**config.mk**
```make
export PLATFORM = sky130hd
export DESIGN_NAME = bus_arbiter2
export DESIGN_NICKNAME = d
export VERILOG_FILES = /design/src/rtl/bus_arbiter2.sv
export SDC_FILE = /design/constraint.sdc
export NUM_CORES = 1
export LEC_CHECK = 0
export CAP_MARGIN = 25
export CORE_AREA = 2 2 78 80
export CTS_CLUSTER_SIZE = 20
export DETAILED_ROUTE_END_ITERATION = 10
export DIE_AREA = 0 0 80 82
export PLACE_DENSITY = 0.81
export SLEW_MARGIN = 25
export SYNTH_ARGS = -nofsm -noshare
export SYNTH_HDL_FRONTEND = slang
export SYNTH_SLANG_ARGS = --single-unit
```
**constraint.sdc**
```tcl
create_clock -name clk -period 3.29 [get_ports clk]
set_input_delay 0.4935 -clock clk [delete_from_list [all_inputs] [get_ports clk]]
set_output_delay 0.4935 -clock clk [all_outputs]
set_load 0.01 [all_outputs]
```
**src/rtl/bus_arbiter2.sv**
```systemverilog
// ---------------------------------------------------------------------------
// bus_arbiter2
//
// Two-master round-robin arbiter between two mips cores (dut0, dut1) and the
// shared device bus. Requests and grants are active-low. At most one grant is
// low at any time. The granted core's adr/wdata/we are steered onto the shared
// bus; read data is broadcast outside this block.
//
// Optional feature (compile-time macro ARB_TIMEOUT_EN):
//   When defined, an owner that has held the bus for TMO_CYCLES consecutive
//   cycles is forced to hand over if the other master is requesting. When
//   undefined, a grant is parked for as long as the owner keeps requesting.
//
// Parameters
//   WIDTH       address/data width
//   TMO_CYCLES  maximum tenure length when ARB_TIMEOUT_EN is defined
//
// Ports
//   clk                 system clock, all state on posedge
//   reset               asynchronous active-high reset
//   breq0_, breq1_      bus requests (active-low)
//   bgrt0_, bgrt1_      bus grants (active-low, decoded from state register)
//   adr0/adr1           per-core address
//   wdata0/wdata1       per-core write data
//   we0/we1             per-core write enable
//   bus_adr             shared-bus address
//   bus_wdata           shared-bus write data
//   bus_we              shared-bus write enable
//   bus_owner           0 = dut0, 1 = dut1; meaningful only while a grant is low
// ---------------------------------------------------------------------------
module bus_arbiter2 #(
  parameter int WIDTH      = 32,
  parameter int TMO_CYCLES = 16
) (
  input  logic             clk,
  input  logic             reset,
  input  logic             breq0_,
  input  logic             breq1_,
  output logic             bgrt0_,
  output logic             bgrt1_,
  input  logic [WIDTH-1:0] adr0,
  input  logic [WIDTH-1:0] adr1,
  input  logic [WIDTH-1:0] wdata0,
  input  logic [WIDTH-1:0] wdata1,
  input  logic             we0,
  input  logic             we1,
  output logic [WIDTH-1:0] bus_adr,
  output logic [WIDTH-1:0] bus_wdata,
  output logic             bus_we,
  output logic             bus_owner
);

  typedef enum logic [1:0] {
    IDLE = 2'd0,
    GNT0 = 2'd1,
    GNT1 = 2'd2
  } state_t;

  state_t state_reg;
  state_t state_next;

  // Master that most recently gave up the bus; the other one wins a tie.
  // Resets to 1 so that dut0 wins the first tie.
  logic last_owner_reg;
  logic bus_owner_reg;

  // Request decode (active-high internally for readability)
  logic req0;
  logic req1;
  assign req0 = ~breq0_;
  assign req1 = ~breq1_;

  // Timeout: true when the current owner has used up its tenure budget
  logic tmo_hit;

`ifdef ARB_TIMEOUT_EN
  localparam int CNT_W = (TMO_CYCLES > 1) ? $clog2(TMO_CYCLES) : 1;
  localparam logic [CNT_W-1:0] CNT_MAX = CNT_W'(TMO_CYCLES - 1);

  logic [CNT_W-1:0] hold_cnt_reg;

  assign tmo_hit = (state_reg != IDLE) && (hold_cnt_reg == CNT_MAX);

  // Counts cycles spent in the current grant state. Any state change clears
  // it; once at CNT_MAX it saturates so a parked grant with no competitor
  // simply stays parked.
  always_ff @(posedge clk or posedge reset) begin
    if (reset) begin
      hold_cnt_reg <= '0;
    end else if (state_next != state_reg) begin
      hold_cnt_reg <= '0;
    end else if ((state_reg != IDLE) && (hold_cnt_reg != CNT_MAX)) begin
      hold_cnt_reg <= hold_cnt_reg + 1'b1;
    end
  end
`else
  assign tmo_hit = 1'b0;
`endif

  // -------------------------------------------------------------------------
  // State register
  // -------------------------------------------------------------------------
  always_ff @(posedge clk or posedge reset) begin
    if (reset) begin
      state_reg <= IDLE;
    end else begin
      state_reg <= state_next;
    end
  end

  // -------------------------------------------------------------------------
  // Next-state logic
  // -------------------------------------------------------------------------
  always_comb begin
    state_next = state_reg;
    case (state_reg)
      IDLE: begin
        if (req0 && !req1) begin
          state_next = GNT0;
        end else if (req1 && !req0) begin
          state_next = GNT1;
        end else if (req0 && req1) begin
          state_next = last_owner_reg ? GNT0 : GNT1;
        end
      end
      GNT0: begin
        // Release goes straight to the other master when it is waiting, so
        // a handover costs no idle cycle.
        if (!req0) begin
          state_next = req1 ? GNT1 : IDLE;
        end else if (tmo_hit && req1) begin
          state_next = GNT1;
        end
      end
      GNT1: begin
        if (!req1) begin
          state_next = req0 ? GNT0 : IDLE;
        end else if (tmo_hit && req0) begin
          state_next = GNT0;
        end
      end
      default: begin
        state_next = IDLE;
      end
    endcase
  end

  // -------------------------------------------------------------------------
  // Round-robin history and registered owner flag
  // -------------------------------------------------------------------------
  always_ff @(posedge clk or posedge reset) begin
    if (reset) begin
      last_owner_reg <= 1'b1;
      bus_owner_reg  <= 1'b0;
    end else begin
      if ((state_reg == GNT0) && (state_next != GNT0)) begin
        last_owner_reg <= 1'b0;
      end else if ((state_reg == GNT1) && (state_next != GNT1)) begin
        last_owner_reg <= 1'b1;
      end

      if ((state_next == GNT0) && (state_reg != GNT0)) begin
        bus_owner_reg <= 1'b0;
      end else if ((state_next == GNT1) && (state_reg != GNT1)) begin
        bus_owner_reg <= 1'b1;
      end
    end
  end

  // Grants come straight from the state register, so they are glitch-free,
  // mutually exclusive and drop the moment reset is asserted.
  assign bgrt0_    = (state_reg != GNT0);
  assign bgrt1_    = (state_reg != GNT1);
  assign bus_owner = bus_owner_reg;

  // -------------------------------------------------------------------------
  // Datapath mux: only the granted core's write enable can reach the bus
  // -------------------------------------------------------------------------
  always_comb begin
    bus_adr   = '0;
    bus_wdata = '0;
    bus_we    = 1'b0;
    case (state_reg)
      GNT0: begin
        bus_adr   = adr0;
        bus_wdata = wdata0;
        bus_we    = we0;
      end
      GNT1: begin
        bus_adr   = adr1;
        bus_wdata = wdata1;
        bus_we    = we1;
      end
      default: begin
        bus_adr   = '0;
        bus_wdata = '0;
        bus_we    = 1'b0;
      end
    endcase
  end

endmodule

```
==> metrics.txt <==
first-pass GRT wire length=9700 um; Max Cap Violations=0; Synth Instances=188; CTS sink count=4; Int Power=1280 uW; Post-CTS Setup Bufs=0; Die Y-Extent=82 um; number of setup violations in the final report=0; Hold Buf Count CTS=0; area of the multi-input gates=1090 sq um; cts bufs inserted=3; TritonRoute pass-1 iters=5; crit path DAT=2540 ps; Fin Setup TNS=0 ps; largest net degree at the start of global routing=42; Total GRT Usage=18.2%; Resized Gates After CTS=0; count of pins over their slew limit=0; total gr overflow=0; status=completed; FP Rows=28; Die Wd=80 um; port bufs=201; core area=5750 sq um; Yosys reg bits=4; NetSw=941 uW; DRT iter0 DRCs=123; Setup Skew=6.92 ps; Sequential Power Share=4.7%; sequential area share after synthesis=7.81%; antenna violations before repair=0; final hold viol count=0; period utilisation layout=92.2%; WS Path Type=reg -> out; crit path from=state_reg[1]; Initial Utilization=22.6%; layout cells sized above 1=3.20%; Synth Area per Inst=6.90 sq um; Routability Congestion=0.813; ANT nets after route=0; final core utilization=59.3%; via/cell ratio=4.85; Skew-Pair Late Insertion Delay=220 ps; crit start category=flip-flop; min cycle time layout=3030 ps; syn nets=326; total DRC errors in the routed layout=0; Min-Delay Path Class=in -> async; clk root buf=clkbuf_8; buffers from clock root to sink, at most=2; vias in the first global route=1,935; final non-filler cell total=450; total wire length=6760 um; Synth cell types=21; fmax=330 MHz; Inst Count DP=446; Synth Warn #=0; CTS tree=yes; slew margin rel.=53.5%; final net count=514; Least-Margin Pin Slew=697 ps; Worst setup EP type=output port; Clk pin slew, worst setup/hold paths=40 ps; worst endpoint required time=2800 ps; # fillers=540; RSZ-0062 raised after global routing=false; Setup WS post-layout=256 ps; max FFs per register=2; Max rail drop VDD=0.599 mV; Critical R2R Launch=state_reg[1]; Clk pwr share=5.0%; Place WS=513 ps; combinational share of power=90.4%; DR vias=2,182; DPL Wire Length=5280 um; synth-to-layout area growth=163%; CTS H-tree depth=1; Routed WL per cell=15.0 um; CP max FO=37; die area=6560 sq um; area of the mapped netlist=1300 sq um; Sequential cell area=101 sq um; cell leakage power=0.00116 uW; switching part of the total=42.3%; number of inserted diodes=0; num ports=202; pwr/cell area=652 nW/um^2
layout by cell type (no fill, tap or decap):
| master | instances |
|---|---|
| a22oi_1 | 65 |
| nor2b_1 | 69 |
| inv_1 | 5 |
| nor2b_4 | 1 |
| clkbuf_1 | 1 |
| nand2_1 | 5 |
| clkdlybuf4s50_1 | 201 |
| ha_2 | 2 |
| dfstp_2 | 1 |
| a31oi_1 | 1 |
| ha_1 | 2 |
| a221oi_1 | 1 |
| nor2_1 | 2 |
| nor4_1 | 1 |
| a2bb2oi_1 | 1 |
| o22a_1 | 1 |
| dfrtp_1 | 3 |
| mux2i_1 | 1 |
| o21ai_1 | 2 |
| buf_12 | 1 |
| clkbuf_8 | 3 |
| nor3_1 | 1 |
| buf_4 | 4 |
| a222oi_1 | 1 |
cell type report:
class	instances	share of cell area (%)
clock buffer	4	1.32
inverter	5	0.550
multi-input combinational	156	31.9
sequential	4	2.97
tap	75	2.75
timing repair buffer	206	60.5
metrics by stage:
stage | area, sq um | hold slack (ps) | total power, uW
floorplan | 1300 | 259 | 1190
global placement | 3360 | 477 | 2090
detailed placement | 3360 | 498 | 2120
CTS | 3410 | 451 | 2240
global route | 3410 | 458 | 2410
finish | 3410 | 446 | 2220
worst max-delay path, cell delays in order (launching register included):
cell and delay, ps:
dfrtp_1 420, inv_1 120, ha_2 650, buf_12 280
a22oi_1 100, nor2b_1 160, clkdlybuf4s50_1 550
layer usage:
layer / routed length (um) / global-route usage [%] / vias up
met5: 0 / 0 / -
met4: 70 / 2.88 / 0
met3: 544 / 4.51 / 11
met2: 3530 / 33.2 / 95
met1: 2620 / 21.9 / 1017
li1: - / - / 1059
Yosys cell counts:
master	count	area, sq um
o22a_1	1	8.76
a2bb2oi_1	1	8.76
ha_1	4	50.1
buf_1	5	18.8
a22oi_1	65	488
a31oi_1	1	6.26
a222oi_1	1	10.0
buf_6	1	11.3
nor2_1	2	7.51
nand2_1	5	18.8
nor4_1	1	6.26
o21ai_1	2	10.0
dfstp_2	1	26.3
nor2b_1	69	432
nor3_1	1	5.00
nor2b_4	1	13.8
inv_1	5	18.8
clkbuf_1	17	63.8
a221oi_1	1	8.76
mux2i_1	1	10.0
dfrtp_1	3	75.1
power by group through the flow:
stage / clock (uW) / sequential, uW / combinational, uW
floorplan: 0 / 99.3 / 1090
global placement: 0 / 99.9 / 1990
detailed placement: 0 / 103 / 2020
CTS: 112 / 102 / 2030
global route: 118 / 107 / 2190
finish: 111 / 104 / 2010
worst paths after layout:
kind,endpoint,slack [ps],cells after the start
worst min register to register,bus_owner,510,1
worst max register to register,last_owner_reg,830,8
min in group clk,bus_owner,510,1
worst max-delay path,bus_wdata[15],260,6
max in group asynchronous,last_owner_reg,2610,2
worst min-delay path,state_reg[1],450,2
kinds of logic after synthesis:
family	count (synthesis)	synth area share, %
AO/OA/AOI/OAI	72	41.7
adder cells (fa/ha/maj)	4	3.86
buffers and inverters	28	8.68
flip-flops	4	7.81
multiplexers	1	0.771
AND/OR/NAND/NOR	79	37.2
No activity file was read; power rests on OpenSTA's default activity.
